$ cat src/rtl/sfifo_rd_stream_if.sv
// -----------------------------------------------------------------------------
// sfifo_rd_stream_if
// Signal bundle for the FIFO read-side stream adapter.
//   master modport : the adapter (drives the FIFO read request and the stream)
//   slave  modport : the FIFO + consumer side (drives empty/data, ready, flush)
// Signals:
//   fifo_rinc    read request to the FIFO
//   fifo_rempty  FIFO empty flag
//   fifo_rdata   FIFO read data, valid the cycle after an accepted read
//   m_valid      output word available
//   m_ready      consumer accepts the word
//   m_data       output word
//   flush        synchronous discard of buffered and in-flight data
//   buf_count    output buffer occupancy
// -----------------------------------------------------------------------------
interface sfifo_rd_stream_if #(
    parameter int WIDTH     = 8,
    parameter int BUF_DEPTH = 3
);
    localparam int CW = $clog2(BUF_DEPTH + 1);

    logic             fifo_rinc;
    logic             fifo_rempty;
    logic [WIDTH-1:0] fifo_rdata;
    logic             m_valid;
    logic             m_ready;
    logic [WIDTH-1:0] m_data;
    logic             flush;
    logic [CW-1:0]    buf_count;

    modport master (
        output fifo_rinc,
        input  fifo_rempty,
        input  fifo_rdata,
        output m_valid,
        input  m_ready,
        output m_data,
        input  flush,
        output buf_count
    );

    modport slave (
        input  fifo_rinc,
        output fifo_rempty,
        output fifo_rdata,
        input  m_valid,
        output m_ready,
        input  m_data,
        output flush,
        input  buf_count
    );
endinterface

$ cat src/rtl/sfifo_rd_stream.sv
// -----------------------------------------------------------------------------
// sfifo_rd_stream
// Read-side adapter for the synchronous FIFO. Converts the FIFO pull interface
// (rinc / rempty / rdata with one cycle of registered read latency) into a
// valid/ready stream, prefetching into a small circular output buffer so the
// consumer sees one word per cycle and never deals with read latency.
// A synchronous flush discards everything buffered or still in flight.
// Ports:
//   clk  : single clock shared with the FIFO and the consumer
//   rst  : asynchronous, active-high reset
//   bus  : sfifo_rd_stream_if.master (FIFO read side + output stream + flush)
// -----------------------------------------------------------------------------
module sfifo_rd_stream #(
    parameter int WIDTH     = 8,
    parameter int BUF_DEPTH = 3
) (
    input  logic                  clk,
    input  logic                  rst,
    sfifo_rd_stream_if.master     bus
);
    localparam int CW = $clog2(BUF_DEPTH + 1);
    localparam int PW = $clog2(BUF_DEPTH);

    logic [PW-1:0]                     r_rd_ptr;
    logic [PW-1:0]                     r_wr_ptr;
    logic [CW-1:0]                     r_count;
    logic                              r_inflight;

    logic [BUF_DEPTH-1:0][WIDTH-1:0]   w_buf;
    logic [WIDTH-1:0]                  w_m_data;
    logic [CW:0]                       w_occupancy;
    logic                              w_rinc;
    logic                              w_rd_acc;
    logic                              w_land;
    logic                              w_valid;
    logic                              w_pop;

    // Circular pointer increment; depth need not be a power of two.
    function automatic logic [PW-1:0] ptr_inc(input logic [PW-1:0] p);
        return (p == PW'(BUF_DEPTH - 1)) ? '0 : p + PW'(1);
    endfunction

    // Words already buffered plus the one possibly returning from the FIFO.
    // Requesting only while this is below the depth guarantees every landing
    // word has a free slot.
    assign w_occupancy = {1'b0, r_count} + (CW+1)'(r_inflight);

    assign w_rinc   = ~rst & ~bus.flush & ~bus.fifo_rempty
                      & (w_occupancy < (CW+1)'(BUF_DEPTH));
    assign w_rd_acc = w_rinc & ~bus.fifo_rempty;
    assign w_land   = r_inflight & ~bus.flush;
    assign w_valid  = (r_count != '0);
    assign w_pop    = w_valid & bus.m_ready;

    // Control state: pointers, occupancy and the in-flight marker.
    always_ff @(posedge clk or posedge rst) begin
        if (rst) begin
            r_rd_ptr   <= '0;
            r_wr_ptr   <= '0;
            r_count    <= '0;
            r_inflight <= 1'b0;
        end else if (bus.flush) begin
            // A pop in this cycle is still a completed transfer; the buffer
            // simply starts over empty.
            r_rd_ptr   <= '0;
            r_wr_ptr   <= '0;
            r_count    <= '0;
            r_inflight <= 1'b0;
        end else begin
            r_inflight <= w_rd_acc;
            if (w_land) begin
                r_wr_ptr <= ptr_inc(r_wr_ptr);
            end
            if (w_pop) begin
                r_rd_ptr <= ptr_inc(r_rd_ptr);
            end
            case ({w_land, w_pop})
                2'b10:   r_count <= r_count + CW'(1);
                2'b01:   r_count <= r_count - CW'(1);
                default: r_count <= r_count;
            endcase
        end
    end

    // Buffer entries; each captures the returning FIFO word when it is the
    // current write slot.
    for (genvar gi = 0; gi < BUF_DEPTH; gi++) begin : g_entry
        logic [WIDTH-1:0] r_entry;

        always_ff @(posedge clk or posedge rst) begin
            if (rst) begin
                r_entry <= '0;
            end else if (w_land && (r_wr_ptr == PW'(gi))) begin
                r_entry <= bus.fifo_rdata;
            end
        end

        assign w_buf[gi] = r_entry;
    end

    // Head-of-buffer select.
    always_comb begin
        w_m_data = '0;
        for (int i = 0; i < BUF_DEPTH; i++) begin
            if (r_rd_ptr == PW'(i)) begin
                w_m_data = w_buf[i];
            end
        end
    end

    assign bus.fifo_rinc = w_rinc;
    assign bus.m_valid   = w_valid;
    assign bus.m_data    = w_m_data;
    assign bus.buf_count = r_count;

endmodule
$ cat src/flat_wrapper.sv
// flat-port wrapper written by rule: the top's interface ports become plain ports
module sfifo_rd_stream_flat 
#(
    parameter int WIDTH     = 8,
    parameter int BUF_DEPTH = 3
)
  (clk, rst, bus_fifo_rinc, bus_fifo_rempty, bus_fifo_rdata, bus_m_valid, bus_m_ready, bus_m_data, bus_flush, bus_buf_count);
  sfifo_rd_stream_if #(.WIDTH(WIDTH), .BUF_DEPTH(BUF_DEPTH)) bus_i ();
  input  logic clk;
  input  logic rst;
  output wire logic [$bits(bus_i.fifo_rinc)-1:0] bus_fifo_rinc;
  input wire logic [$bits(bus_i.fifo_rempty)-1:0] bus_fifo_rempty;
  input wire logic [$bits(bus_i.fifo_rdata)-1:0] bus_fifo_rdata;
  output wire logic [$bits(bus_i.m_valid)-1:0] bus_m_valid;
  input wire logic [$bits(bus_i.m_ready)-1:0] bus_m_ready;
  output wire logic [$bits(bus_i.m_data)-1:0] bus_m_data;
  input wire logic [$bits(bus_i.flush)-1:0] bus_flush;
  output wire logic [$bits(bus_i.buf_count)-1:0] bus_buf_count;
  assign bus_fifo_rinc = bus_i.fifo_rinc;
  assign bus_i.fifo_rempty = bus_fifo_rempty;
  assign bus_i.fifo_rdata = bus_fifo_rdata;
  assign bus_m_valid = bus_i.m_valid;
  assign bus_i.m_ready = bus_m_ready;
  assign bus_m_data = bus_i.m_data;
  assign bus_i.flush = bus_flush;
  assign bus_buf_count = bus_i.buf_count;
  sfifo_rd_stream #(.WIDTH(WIDTH), .BUF_DEPTH(BUF_DEPTH)) u_core (.clk(clk), .rst(rst), .bus(bus_i));
endmodule
$ cat config.mk
export PLATFORM = sky130hd
export DESIGN_NAME = sfifo_rd_stream_flat
export DESIGN_NICKNAME = d
export VERILOG_FILES = /design/src/rtl/sfifo_rd_stream_if.sv /design/src/rtl/sfifo_rd_stream.sv /design/src/flat_wrapper.sv
export SDC_FILE = /design/constraint.sdc
export NUM_CORES = 1
export LEC_CHECK = 0
export BUFFER_PORTS_ARGS = -buffer_cell sky130_fd_sc_hd__buf_2
export CORE_ASPECT_RATIO = 1.25
export CORE_UTILIZATION = 44
export CTS_CLUSTER_SIZE = 30
export DETAILED_ROUTE_END_ITERATION = 8
export GPL_ROUTABILITY_DRIVEN = 1
export GPL_TIMING_DRIVEN = 0
export PLACE_DENSITY = 0.64
export REMOVE_ABC_BUFFERS = 1
export SYNTH_ARGS = -nofsm -noshare
export SYNTH_HDL_FRONTEND = slang
export SYNTH_SLANG_ARGS = --single-unit
$ cat constraint.sdc
create_clock -name clk -period 1.4 [get_ports clk]
set_input_delay 0.14 -clock clk [delete_from_list [all_inputs] [get_ports clk]]
set_output_delay 0.14 -clock clk [all_outputs]
set_load 0.05 [all_outputs]
==> reports/qor.csv <==
stage,metric,value,unit
job,maxCapViolCount,0,
timing,clock.fmax,527,MHz
pwr,ir_worst_vdd,0.942,mV
floorplan,io_pins,25,
synthesis,synth-seq-cells,31,
route,dr.pass1.iters,4,
synthesis,synth.distinct_cells,28,
pwr,p_leak,0.933,nW
setup_path,worstPathMaxFanout,2,
run_status,status,finished with violations,
synthesis,syn_inst,120,
clocking,numCtsBuffers,5,
clocking,cts-root-buf,clkbuf_8,
cells_and_area,drive_gt1_share,56.1,%
synthesis,synth_area_per_cell,12.5,sq um
synthesis,synth-edff-count,0,
cells_and_area,seqCellArea,785,sq um
clocking,clkSinkCount,31,
route,routedWlPerCell,16.3,microns
place,port_buffers,24,
route,vias_per_cell,5.42,
grt,grt_max_degree,32,
setup_path,cp-start-kind,flop,
grt,global_route.usage.met2,34.5,%
grt,grt_antenna_before_repair,0,
cells_and_area,multi_input_area,766,sq um
timing,relSlewSlack,23.5,%
clocking,ctsHoldBuffers,0,
setup_path,critPathMaxStageDelay,0.43,ns
route,ant_nets,0,
setup_path,slowest_stage,dfrtp_2,
setup_path,crit_chain,ha_4 -> ha_4 -> or4_4 -> a21oi_2 -> buf_6,
synthesis,synth.area.top_cells,"dfrtp_1 52%, mux2_2 19%, mux2i_1 6.0%",
timing,post-route-period-util,136,%
timing,tightest_slew,1.15,ns
timing,drv_slew,0,
clocking,clk_pin_slew,0.07,ns
cells_and_area,antenna_cells,0,
cells_and_area,nNetsFinal,178,
clocking,clk_latency,0.28,ns
synthesis,yosysMostFrequentCell,dfrtp_1,
route,wl,3.27,mm
floorplan,start_util,46.7,%
timing,holdWs,0.120,ns
grt,grt-ovfl-total,0,
worst_hold_path,holdCritPathClass,input pin to flop,
setup_path,crit_type,flop to output pin,
setup_path,cp_top_family,flip-flops,
synthesis,yosys_warnings,0,
cells_and_area,fill_cells,256,
floorplan,fp.dieH,67.4,microns
run_status,violations,setup timing,
place,place_congestion,0.650,
clocking,htreeDepth,2,
synthesis,seq_area_frac_synth,51.5,%
synthesis,synth_commonest_cells,"31 x dfrtp_1, 25 x mux2_2, 9 x mux2i_1, 9 x nand2_1",
route,first_iter_violations,18,
timing,period_needed,1.90,ns
grt,grt_pass1_vias,1095,
timing,setup_viol,17,
timing,fin_skew,0.00780,ns
synthesis,synth_flop_cell,dfrtp_1,
pwr,powerDensity,1200,nW/um^2
cells_and_area,areaGrowthSynthToFinish,35.0,%
timing,hold_viol,0,
setup_path,endpoint_kind,output pin,
synthesis,netlist.area_leader.share,51.5,%
floorplan,die_w,54.3,microns
place,placed_area,1640,sq um
route,vias,1090,
floorplan,core,3220,sq um
synthesis,async_flop_share,100,%
setup_path,critPathRequiredTime,1.26,ns
timing,setup_ws,-0.497,ns
route,drc,0,
synthesis,synth_top_cell_by_area,dfrtp_1,
timing,totalNegativeSetupSlack,-1.92,ns
setup_path,worstPathArrival,1.76,ns
setup_path,r2r_slack,-0.01,ns
floorplan,rows,23,
grt,busiest_layer,met2,
grt,grtUsageTotal,19.9,%
clocking,tritoncts,built,
grt,grt_use_met1,21.9,%
clocking,clk_path_buf_depth,2,
floorplan,die-area,3660,sq um
setup_path,cp_num_buf_inv,1,
grt,grt_util_met3,4.73,%
synthesis,syn-cell-area,1510,sq um
grt,grt_pass1_wl,4.91,mm
timing,grt_setup_unrepaired,true,
cells_and_area,design_area,2030,sq um
place,place_hpwl,1.91,mm
setup_path,crit_path_frequent_cell,ha_4,
## path summary, 6_finish.rpt
check | cells after the start | endpoint | startpoint
min in group asynchronous | 2 | u_core.bus.buf_count[1]$_DFFE_PP0P_ | rst
max in group asynchronous | 2 | u_core.r_rd_ptr[1]$_DFFE_PP0P_ | rst
hold reg to reg | 1 | u_core.g_entry[1].r_entry[5]$_DFFE_PP0P_ | u_core.g_entry[1].r_entry[5]$_DFFE_PP0P_
setup reg to reg | 5 | u_core.g_entry[0].r_entry[6]$_DFFE_PP0P_ | u_core.r_inflight$_DFF_PP0_
setup / recovery | 5 | bus_fifo_rinc | u_core.bus.buf_count[0]$_DFFE_PP0P_
hold / removal | 2 | u_core.g_entry[0].r_entry[1]$_DFFE_PP0P_ | bus_fifo_rdata[1]
## worst reg2reg max path, stage by stage (launching register included)
cell and delay, ns:
dfrtp_2 0.39, buf_6 0.15, nand2b_4 0.07, nor3_4 0.22, buf_12 0.17, mux2_4 0.30
## cell usage in the layout (no fill, tap or decap), types with 2 or more instances in the layout
master / instances
dfrtp_1: 26
mux2_2: 17
buf_4: 16
buf_2: 14
nand2_1: 9
mux2i_1: 9
buf_6: 9
mux2_4: 8
o22ai_1: 6
clkbuf_8: 5
a21oi_1: 4
dfrtp_2: 4
nor3_4: 2
nor2_1: 2
nor3_1: 2
o21ai_1: 2
a21oi_2: 2
inv_1: 2
nand2b_1: 2
ha_4: 2
clkbuf_1: 2
buf_12: 2
## registers in the layout, indices dropped and copies added (netlist names)
signal	flops
u_core.r_inflight	1
u_core.r_rd_ptr	2
u_core.g_entry.r_entry	24
u_core.r_wr_ptr	2
u_core.bus.buf_count	2
## final cells by class
cell class	instances	share of cell area, %
inverter	2	0.369
clock buffer	7	3.76
clock inverter	1	0.246
timing repair buffer	42	17.1
multi-input combinational	81	37.7
sequential	31	38.6
tap	37	2.28
## repair_timing
item | in CTS | in global routing
resized for setup | 27 | 21
pin swaps | 4 | 4
setup endpoints to repair | 36 | 36
setup buffers | 15 | 3
## kinds of logic (layout without fill, tap and decap cells)
logic type	Yosys count	in the layout	share of synthesized area, %
muxes	34	34	24.7
DFF	31	31	51.5
and+or+nand+nor	28	28	12.7
AOI/OAI and AO/OA	17	17	6.48
buffers and inverters	8	52	2.91
adders and majority gates	2	2	1.66
## per-stage QoR
step                utilization (%)  worst slack (ns)  std cells  power (mW)
floorplan                         -            -0.983        114        1.53
detailed placement             50.7            -0.501        175        1.66
global route                   63.0            -0.545        201        2.54
finish                         63.0            -0.497        201        2.44
CTS                            59.6            -0.513        198        2.39
global placement               50.7            -0.442        175        1.64
## routing by layer
metal  part of all wire [%]  vias to the layer above
met5                      0                        -
met4                    1.8                        0
met3                    2.8                        7
met2                     55                       23
met1                     40                      544
li1                       -                      516
## report_power, final
group	total [mW]	switching (mW)	internal [mW]
registers	1.09	0.0695	1.02
logic	0.687	0.391	0.296
clock network	0.665	0.317	0.348
total	2.44	0.777	1.66
(Power assumes the default switching activity.)
